===== config.mk =====
export PLATFORM = sky130hd
export DESIGN_NAME = sprite_mem_arbiter
export DESIGN_NICKNAME = d
export VERILOG_FILES = /design/src/rtl/sprite_pkg.sv /design/src/rtl/sprite_arb_prio.sv /design/src/rtl/sprite_mem_arbiter.sv
export SDC_FILE = /design/constraint.sdc
export NUM_CORES = 1
export LEC_CHECK = 0
export CAP_MARGIN = 20
export CORE_MARGIN = 2
export CORE_UTILIZATION = 30
export CTS_CLUSTER_SIZE = 8
export DETAILED_ROUTE_END_ITERATION = 8
export HOLD_SLACK_MARGIN = 0.05
export PLACE_DENSITY = 0.76
export SETUP_SLACK_MARGIN = 0.15
export SLEW_MARGIN = 20
export SYNTH_ARGS = -nofsm -noshare
export SYNTH_HDL_FRONTEND = slang
export SYNTH_SLANG_ARGS = --single-unit

===== constraint.sdc =====
create_clock -name clk -period 1.3 [get_ports clk]
set_input_delay 0.26 -clock clk [delete_from_list [all_inputs] [get_ports clk]]
set_output_delay 0.26 -clock clk [all_outputs]
set_load 0.02 [all_outputs]

===== src/rtl/sprite_pkg.sv =====
// -----------------------------------------------------------------------------
// sprite_pkg
// Shared widths and enumerations for the sprite memory arbiter.
//   SPRITE_ADDR_W / SPRITE_ATTR_W : sprite index and attribute widths; they
//                                   concatenate into the RAM address.
//   SPRITE_DATA_W                 : RAM data width.
//   cpu_state_t                   : CPU read-sequencing FSM states.
//   owner_t                       : who owns the read whose data returns next.
// -----------------------------------------------------------------------------
package sprite_pkg;

    localparam int SPRITE_ADDR_W = 8;
    localparam int SPRITE_ATTR_W = 4;
    localparam int SPRITE_DATA_W = 8;
    localparam int SPRITE_MEM_AW = SPRITE_ADDR_W + SPRITE_ATTR_W;

    typedef enum logic {
        C_IDLE   = 1'b0,
        C_RDWAIT = 1'b1
    } cpu_state_t;

    typedef enum logic [1:0] {
        NONE = 2'd0,
        CPU  = 2'd1,
        RND  = 2'd2
    } owner_t;

    // RAM address layout: sprite index in the high bits, attribute below it.
    function automatic logic [SPRITE_MEM_AW-1:0] sprite_mem_index(
        input logic [SPRITE_ADDR_W-1:0] addr,
        input logic [SPRITE_ATTR_W-1:0] attr
    );
        return {addr, attr};
    endfunction

endpackage


===== src/rtl/sprite_arb_prio.sv =====
// -----------------------------------------------------------------------------
// sprite_arb_prio
// Purely combinational grant decision between the CPU and the renderer.
// The renderer normally wins; a CPU that has been denied STARVE_LIMIT
// consecutive eligible cycles is forced through. Also computes the next
// starvation count; the register itself lives in the parent.
// Ports:
//   enable      : grants allowed (low while the arbiter is in reset)
//   cpu_req     : CPU command present
//   cpu_idle    : CPU FSM is idle (CPU may be granted)
//   rnd_req     : renderer read request
//   starve_cnt  : current consecutive-denial count
//   cpu_gnt     : CPU granted this cycle
//   rnd_gnt     : renderer granted this cycle
//   starve_next : starvation count for the next cycle
// -----------------------------------------------------------------------------
module sprite_arb_prio #(
    parameter int STARVE_LIMIT = 4,
    parameter int CNT_W        = 3
) (
    input  logic             enable,
    input  logic             cpu_req,
    input  logic             cpu_idle,
    input  logic             rnd_req,
    input  logic [CNT_W-1:0] starve_cnt,
    output logic             cpu_gnt,
    output logic             rnd_gnt,
    output logic [CNT_W-1:0] starve_next
);

    logic cpu_elig;
    logic cpu_forced;

    always_comb begin
        cpu_elig   = cpu_req && cpu_idle;
        cpu_forced = cpu_elig && (starve_cnt >= CNT_W'(STARVE_LIMIT));

        rnd_gnt = enable && rnd_req && !cpu_forced;
        cpu_gnt = enable && cpu_elig && (cpu_forced || !rnd_req);

        // A dropped request or a grant clears the count; a denied eligible
        // cycle bumps it (saturating). While the CPU waits for read data it
        // is not eligible, so the count simply holds.
        if (!cpu_req || cpu_gnt) begin
            starve_next = '0;
        end else if (cpu_elig && (starve_cnt < CNT_W'(STARVE_LIMIT))) begin
            starve_next = starve_cnt + CNT_W'(1);
        end else begin
            starve_next = starve_cnt;
        end
    end

endmodule


===== src/rtl/sprite_mem_arbiter.sv =====
// -----------------------------------------------------------------------------
// sprite_mem_arbiter
// Shares one single-port synchronous sprite RAM between the CPU EX stage
// (reads and writes, stalls the pipeline while waiting) and the renderer
// (reads only, may issue every cycle). One access per cycle at most.
// Ports:
//   clk, rst_n                      : clock, asynchronous active-low reset
//   cpu_req/we/addr/attr/wdata      : CPU command, held while cpu_stall=1
//   cpu_stall                       : stall the CPU pipeline
//   cpu_rdata, cpu_rvalid           : CPU read return (holds last value)
//   rnd_req/addr/attr               : renderer read request
//   rnd_gnt                         : renderer grant pulse
//   rnd_rdata, rnd_rvalid           : renderer read return, one cycle after
//                                     grant (holds last value)
//   mem_addr/re/we/wdata, mem_rdata : RAM port, read data one cycle after re
// STARVE_LIMIT must be at least 1.
// -----------------------------------------------------------------------------
module sprite_mem_arbiter
    import sprite_pkg::*;
#(
    parameter int STARVE_LIMIT = 4
) (
    input  logic                     clk,
    input  logic                     rst_n,
    input  logic                     cpu_req,
    input  logic                     cpu_we,
    input  logic [SPRITE_ADDR_W-1:0] cpu_addr,
    input  logic [SPRITE_ATTR_W-1:0] cpu_attr,
    input  logic [SPRITE_DATA_W-1:0] cpu_wdata,
    output logic                     cpu_stall,
    output logic [SPRITE_DATA_W-1:0] cpu_rdata,
    output logic                     cpu_rvalid,
    input  logic                     rnd_req,
    input  logic [SPRITE_ADDR_W-1:0] rnd_addr,
    input  logic [SPRITE_ATTR_W-1:0] rnd_attr,
    output logic                     rnd_gnt,
    output logic [SPRITE_DATA_W-1:0] rnd_rdata,
    output logic                     rnd_rvalid,
    output logic [SPRITE_MEM_AW-1:0] mem_addr,
    output logic                     mem_re,
    output logic                     mem_we,
    output logic [SPRITE_DATA_W-1:0] mem_wdata,
    input  logic [SPRITE_DATA_W-1:0] mem_rdata
);

    localparam int CNT_W = $clog2(STARVE_LIMIT + 1);

    cpu_state_t               cpu_state_reg, cpu_state_next;
    owner_t                   owner_reg, owner_next;
    logic [CNT_W-1:0]         starve_cnt_reg, starve_cnt_next;
    logic [SPRITE_DATA_W-1:0] cpu_rdata_reg, rnd_rdata_reg;
    logic                     cpu_gnt;

    // Grants are suppressed combinationally while rst_n is low so that no
    // memory access or grant pulse leaks out during reset.
    sprite_arb_prio #(
        .STARVE_LIMIT (STARVE_LIMIT),
        .CNT_W        (CNT_W)
    ) u_prio (
        .enable      (rst_n),
        .cpu_req     (cpu_req),
        .cpu_idle    (cpu_state_reg == C_IDLE),
        .rnd_req     (rnd_req),
        .starve_cnt  (starve_cnt_reg),
        .cpu_gnt     (cpu_gnt),
        .rnd_gnt     (rnd_gnt),
        .starve_next (starve_cnt_next)
    );

    // Memory port mux, FSM next state and return routing.
    always_comb begin
        mem_re         = 1'b0;
        mem_we         = 1'b0;
        mem_addr       = sprite_mem_index(cpu_addr, cpu_attr);
        mem_wdata      = cpu_wdata;
        owner_next     = NONE;
        cpu_state_next = C_IDLE;

        if (rnd_gnt) begin
            mem_re     = 1'b1;
            mem_addr   = sprite_mem_index(rnd_addr, rnd_attr);
            owner_next = RND;
        end else if (cpu_gnt) begin
            mem_we = cpu_we;
            mem_re = !cpu_we;
            if (!cpu_we) begin
                owner_next     = CPU;
                cpu_state_next = C_RDWAIT;
            end
        end

        // Returns follow the registered owner tag, not the live requests:
        // the renderer may already be issuing its next read in this cycle.
        cpu_rvalid = (owner_reg == CPU);
        rnd_rvalid = (owner_reg == RND);
        cpu_rdata  = cpu_rvalid ? mem_rdata : cpu_rdata_reg;
        rnd_rdata  = rnd_rvalid ? mem_rdata : rnd_rdata_reg;

        // A write retires in its grant cycle; a read retires when its data
        // comes back.
        cpu_stall = cpu_req && !((cpu_gnt && cpu_we) || (cpu_state_reg == C_RDWAIT));
    end

    always_ff @(posedge clk or negedge rst_n) begin
        if (!rst_n) begin
            cpu_state_reg  <= C_IDLE;
            owner_reg      <= NONE;
            starve_cnt_reg <= '0;
            cpu_rdata_reg  <= '0;
            rnd_rdata_reg  <= '0;
        end else begin
            cpu_state_reg  <= cpu_state_next;
            owner_reg      <= owner_next;
            starve_cnt_reg <= starve_cnt_next;
            if (cpu_rvalid) begin
                cpu_rdata_reg <= mem_rdata;
            end
            if (rnd_rvalid) begin
                rnd_rdata_reg <= mem_rdata;
            end
        end
    end

endmodule


Word-level counts from Yosys, hierarchy flattened
Index checks and enable logic that the tools add are counted.
- bits in registers: 22
- input bits: 45
- memory bits (read-only): 0
- memory bits (writable): 0
- bits in latches: 0
- memories: 0
- divide/modulo/power cells: 0
- $add $sub $neg: 1
- bitwise gates (word level): 1
- magnitude comparators: 2
- equal/unequal tests: 2
- multiply operators: 0
- reductions and logical operators: 18
- mux-type cells: 15
- shift-type cells: 0
- operator list (operator ; number):
    $mux W8 ; 2
    $mux W12 ; 1
    $logic_and A1 B1 Y1 ; 9
    $mux W1 ; 9
    $mux W3 ; 2
    $logic_not A1 Y1 ; 5
    $add A3 B1 Y3 const B ; 1
    $ge A3 B3 Y1 const B ; 1
    $logic_or A1 B1 Y1 ; 3
    $lt A3 B3 Y1 const B ; 1
    $eq A2 B1 Y1 const B ; 1
    $eq A2 B2 Y1 const B ; 1
    $mux W2 ; 1
    $reduce_bool A2 Y1 ; 1
    $not A1 Y1 ; 1

Longest topological paths before layout
Gate-level depths: netlist (run 1).
- depth after elaboration: 9
- gate-level depth with buffers: 4
- mapped depth without buffers: 3

Hierarchy
From an unflattened synthesis (run 1), not the netlist that was laid out.
- cells, all modules: 90
- area, all modules: 1222.4 um2
- modules (own cells, without submodules) (module ; area each (um2) ; sequential area each (um2) ; times used ; cells an instance):
    sprite_mem_arbiter ; 1084.8 ; 525.5 ; 1 ; 71
    sprite_arb_prio ; 137.6 ; 0.0 ; 1 ; 19

Worst setup path after synthesis (run 1)
OpenSTA, ideal clock, no wires.
- kind: flip-flop to output port
- start point: register, netlist name owner_reg[0]
- end point: output mem_addr[10]
- arrival time: 1223 ps
- path slack: -183 ps
- stages on the path, launching flop included: 5
- required time: 1040 ps
- cell sequence: dfrtp_1 nor2b_4 a21oi_4 buf_12 mux2_4
- RTL lines (item ; line ; text):
    end, declared ; sprite_mem_arbiter.sv:39 ; output logic [SPRITE_MEM_AW-1:0] mem_addr,

==> run metrics, run 1 <==
clock sink count=21; crit share post-route=1.47; synth top area cells=dfrtp_1, mux2_2, mux2_4; Rows=22; Synth Area in XOR/XNOR=0; largest family of logic cells by synthesized area=multiplexers; synthesized area=0.00115 mm^2; WL final=3370 um; Critical Path Source Type=register; Final GP Congestion=0.773; Iter 0 DRT Violations=29; max-slew violation count=0; post-layout total power=2.35 mW; die height=66.0 um; largest net degree at the start of global routing=24; Fin Clk Skew=7.34 ps; post-synthesis sequential area ratio=0.456; status=finished, violations left; Worst Setup End Kind=primary output; syn_area_per_cell=13.6 um^2; # DRC=0; Critical Path Fanout Max=6; Ports=87; HP Class=in2async; Rel. slew slack=0.887; post-synthesis mux area share=0.312; WL/cell=15.2 um; initial antenna violation count=0; adder-cell share of the synthesized area=0.0108; Worst EP arrival=1650 ps; vias=1007; Synth Instances=85; failing checks=setup timing; #FFs+latches synth=21; Simple-Gate Fraction of Synth Area=0.0607; Yosys cell types=24; Design Area, Final=0.00228 mm^2; layout overhead on the synthesized area=97.5%; Syn Nets=131; Initial DRT Pass Iterations=3; Yosys top cell area share=0.456; CTS H-tree depth=1; grt total ovfl=0; Starting Density=0.313; Fin. Hold Viols=0; global-route wire length before repair=5000 um; Worst VDD drop=0.413 mV; worst-skew pair later-pin latency=260 ps; DRT antenna net count=0; placed cells=201; Yosys Warn Count=0; CTS tree=yes; RSZ-0062 raised after global routing=true; compound-gate portion of the synthesized area=0.0705; hold slack=129 ps; setup ws final=-607 ps; Max-Cap Viols=0; Setup CP Type=reg2out; Total Routing Usage GR=0.151; PwrDens=1030 mW/mm^2; clock tree buffer depth=2; Die Width=66.0 um; count of input and output buffers=70; DPL Wire Length=2450 um; Post-CTS Hold Buffers=0; share of layout cells above drive strength 1=0.592; Worst-path clk slew=70 ps; min Tclk post-route=1910 ps; Root Buffer Master=clkbuf_8; post-route insts no fill=222; Worst-Margin Slew=169 ps; via-per-instance ratio=4.54; number of diodes=0; post-synth top area cell=dfrtp_1; DIE AREA=0.00436 mm^2; reg2reg setup slack=-90 ps; Req. time, crit path=1040 ps; Placeable Area=0.00369 mm^2; leakage=1.09 nW; DP Area=0.00200 mm^2; Final setup violation count=38; f_max=524 MHz; CTS buffer count=3; via count of the first global-routing pass=1027; nets=221
## synth_stat cells (all sizes together)
cell	number
a21oi	2
a22o	1
a32o	2
and2	1
and2b	1
buf	11
dfrtp	21
ha	1
inv	3
mux2	29
nand2	1
nand2b	1
nor2	2
nor2b	2
nor3	2
o21a	2
o21ai	1
o221a	1
or2b	1
## stage by stage
stage | setup TNS [ps] | util | setup slack, ps
after floorplan | -1730 | - | -121
after global placement | -26430 | 0.543 | -994
after detailed placement | -27010 | 0.543 | -1040
after CTS | -16200 | 0.591 | -610
after global routing | -18420 | 0.618 | -653
final | -16770 | 0.618 | -607
## where the power goes
group / total [mW] / internal (mW) / switching [mW] / leakage, nW
Combinational: 1.13 / 0.672 / 0.458 / 0.810
Clock: 0.414 / 0.218 / 0.196 / 0.0228
Sequential: 0.804 / 0.766 / 0.0384 / 0.254
Total: 2.35 / 1.66 / 0.692 / 1.09
## cells in the final DEF, fill, tap and decap left out, types with 2 or more instances in the layout
master	n
buf_12	5
dlygate4sd2_1	3
buf_4	9
nor2_1	2
clkdlybuf4s50_1	33
dfrtp_2	2
a32o_1	2
buf_6	35
inv_1	3
mux2_2	3
dfrtp_1	19
clkdlybuf4s15_2	2
mux2_4	26
buf_2	7
clkbuf_8	3
nor2b_4	2
## layout make-up
type | count | area [um^2]
Sequential cell | 21 | 528
Clock buffer | 4 | 45.0
Timing Repair Buffer | 96 | 1020
Multi-Input combinational cell | 50 | 616
Tap cell | 48 | 60.1
Inverter | 3 | 11.3
Fill cell | 291 | 1410
## worst paths after layout
check	to	cells after the start	start
min in group clk	rnd_rdata_reg[2]	1	rnd_rdata_reg[2]
min	cpu_rdata_reg[7]	2	rst_n
min reg2reg	rnd_rdata_reg[2]	1	rnd_rdata_reg[2]
max in group asynchronous	owner_reg[0]	2	rst_n
max	mem_addr[8]	6	owner_reg[0]
max reg2reg	cpu_rdata_reg[1]	5	owner_reg[0]
## what timing repair did
| item | CTS | global route |
|---|---|---|
| gates resized for setup | 196 | 12 |
| buffers inserted | 7 | 9 |
| setup endpoints to repair | 54 | 54 |
| pin swaps | 5 | 1 |
| cloned | 1 | 0 |
## per-layer routing
layer / vias up / global-route usage / share of wire / routed length, um
met2: 47 / 0.259 / 0.50 / 1670
li1: 471 / - / - / -
met1: 479 / 0.195 / 0.42 / 1420
met4: 0 / 0.0536 / 0.015 / 51
met5: - / 0 / 0 / 0
met3: 10 / 0.0204 / 0.065 / 220
## worst max-delay path, cell delays in order (launching register included)
cell	delay, ps
dfrtp_2	450
nor2b_4	160
a21oi_4	80
buf_6	130
buf_16	130
mux2_4	300
buf_6	130
## kinds of logic after synthesis
family | count (synthesis)
multiplexers | 29
flip-flops | 21
adder cells (fa/ha/maj) | 1
buffers and inverters | 14
AND/OR/NAND/NOR | 11
AO/OA/AOI/OAI | 9
(Power assumes the default switching activity.)
==> run 2: changes to the inputs <==
Settings changed: SKIP_LAST_GASP set to 1.
==> run 2 against run 1 <==
The flow still finishes with violations (setup timing). Core utilization increased by 0.31 points. Worst setup slack improved by 4.0 ps. Clock-buffer cell count unchanged. Sequential cell count unchanged. Largest power group unchanged. Highest routed layer unchanged.
==> run metrics, run 2 (synthesized netlist as in run 1, its figures left out) <==
Rel. slew slack=0.887; max-slew violation count=0; Design Area, Final=0.00229 mm^2; failing checks=setup timing; Die Width=66.0 um; Worst-path clk slew=70 ps; crit-path cells=nor2b_4 -> a21oi_4 -> buf_6 -> buf_16 -> mux2_4 -> buf_6; CTS H-tree depth=1; HP Class=in2async; CP dominant cell by count=buf_6; slowest stage cell, crit path=dfrtp_2; DP Area=0.00200 mm^2; clock tree buffer depth=2; largest net degree at the start of global routing=24; RSZ-0062 raised after global routing=true; Critical Path Fanout Max=6; Placeable Area=0.00369 mm^2; count of input and output buffers=70; initial antenna violation count=0; global-route wire length before repair=4980 um; post-layout total power=2.36 mW; via count of the first global-routing pass=1027; Starting Density=0.313; WL/cell=15.1 um; commonest non-fill, non-tap cell in the layout=buf_6; nets=222; Setup CP Type=reg2out; PwrDens=1030 mW/mm^2; Worst EP arrival=1640 ps; Ports=87; f_max=525 MHz; Final setup violation count=39; hold slack=131 ps; layout overhead on the synthesized area=98.5%; Worst-Margin Slew=169 ps; Total Routing Usage GR=0.149; crit share post-route=1.46; CTS tree=yes; Fin Clk Skew=6.18 ps; Initial DRT Pass Iterations=3; share of layout cells above drive strength 1=0.594; Worst VDD drop=0.410 mV; Post-CTS Hold Buffers=0; status=finished, violations left; via-per-instance ratio=4.48; setup TNS=-16700 ps; reg2reg setup slack=-90 ps; setup ws final=-603 ps; clock sink count=21; most frequent cells in the layout=buf_6, clkdlybuf4s50_1, mux2_4; Req. time, crit path=1040 ps; DPL Wire Length=2450 um; DRT antenna net count=0; Worst Setup End Kind=primary output; Max-Cap Viols=0; vias=998; number of diodes=0; R2R cell count=5; Critical Path Source Type=register; worst-skew pair later-pin latency=260 ps; # DRC=0; Rows=22; CP max stage delay=450 ps; Root Buffer Master=clkbuf_8; WL final=3370 um; Final GP Congestion=0.773; Fin. Hold Viols=0; CTS buffer count=3; DIE AREA=0.00436 mm^2; leakage=1.09 nW; Iter 0 DRT Violations=17; grt total ovfl=0; die height=66.0 um; r2r endpoint=cpu_rdata_reg[4]; min Tclk post-route=1900 ps; reg2reg start=owner_reg[0]
[run 2: cell types whose count changed in the layout (fill, tap and decap cells not counted)]
| cell | before | now |
|---|---|---|
| buf_6 | 35 | 36 |
[run 2: power breakdown]
| group | total [mW] | switching (mW) | internal [mW] |
|---|---|---|---|
| logic | 1.14 | 0.459 | 0.686 |
| clock network | 0.412 | 0.194 | 0.218 |
| registers | 0.804 | 0.0381 | 0.766 |
[run 2: timing repair]
action / CTS / global route
setup endpoints to repair: 54 / 54
resized for setup: 176 / 33
gates cloned: 1 / 0
pin swaps: 5 / 1
setup buffers: 7 / 10
[run 2: final cells by class]
class / count / area (um^2)
Sequential cell: 21 / 528
Clock buffer: 4 / 45.0
Tap cell: 48 / 60.1
Timing Repair Buffer: 97 / 1030
Fill cell: 284 / 1400
Inverter: 3 / 11.3
Multi-Input combinational cell: 50 / 616
[run 2: worst max path at each step]
stage,from,to,depth (start not counted)
2_1_floorplan,starve_cnt_reg[2],mem_addr[10],3
3_3_place_gp,rst_n,mem_we,5
3_5_place_dp,rst_n,mem_we,5
4_1_cts,owner_reg[0],mem_addr[8],6
5_1_grt,owner_reg[0],mem_addr[8],6
6_report,owner_reg[0],mem_addr[8],6
[run 2: worst max-delay path: cells and delay by family, from the launching register on]
kind,cells,cell delay (ps)
DFF,1,450
AOI/OAI and AO/OA,1,80
buffers and inverters,3,390
and+or+nand+nor,1,160
muxes,1,300
[run 2: layer usage]
metal / share of wire / up-vias / GRT usage
met5: 0 / - / 0
met3: 0.071 / 10 / 0.0204
met4: 0.015 / 0 / 0.0536
li1: - / 472 / -
met1: 0.42 / 469 / 0.191
met2: 0.49 / 47 / 0.256
[run 2: metrics by stage]
| step | cells | setup slack (ps) | util |
|---|---|---|---|
| finish | 223 | -603 | 0.621 |
| global route | 223 | -653 | 0.621 |
| CTS | 213 | -610 | 0.577 |
| detailed placement | 201 | -1040 | 0.543 |
| global placement | 201 | -994 | 0.543 |
| floorplan | 85 | -121 | - |
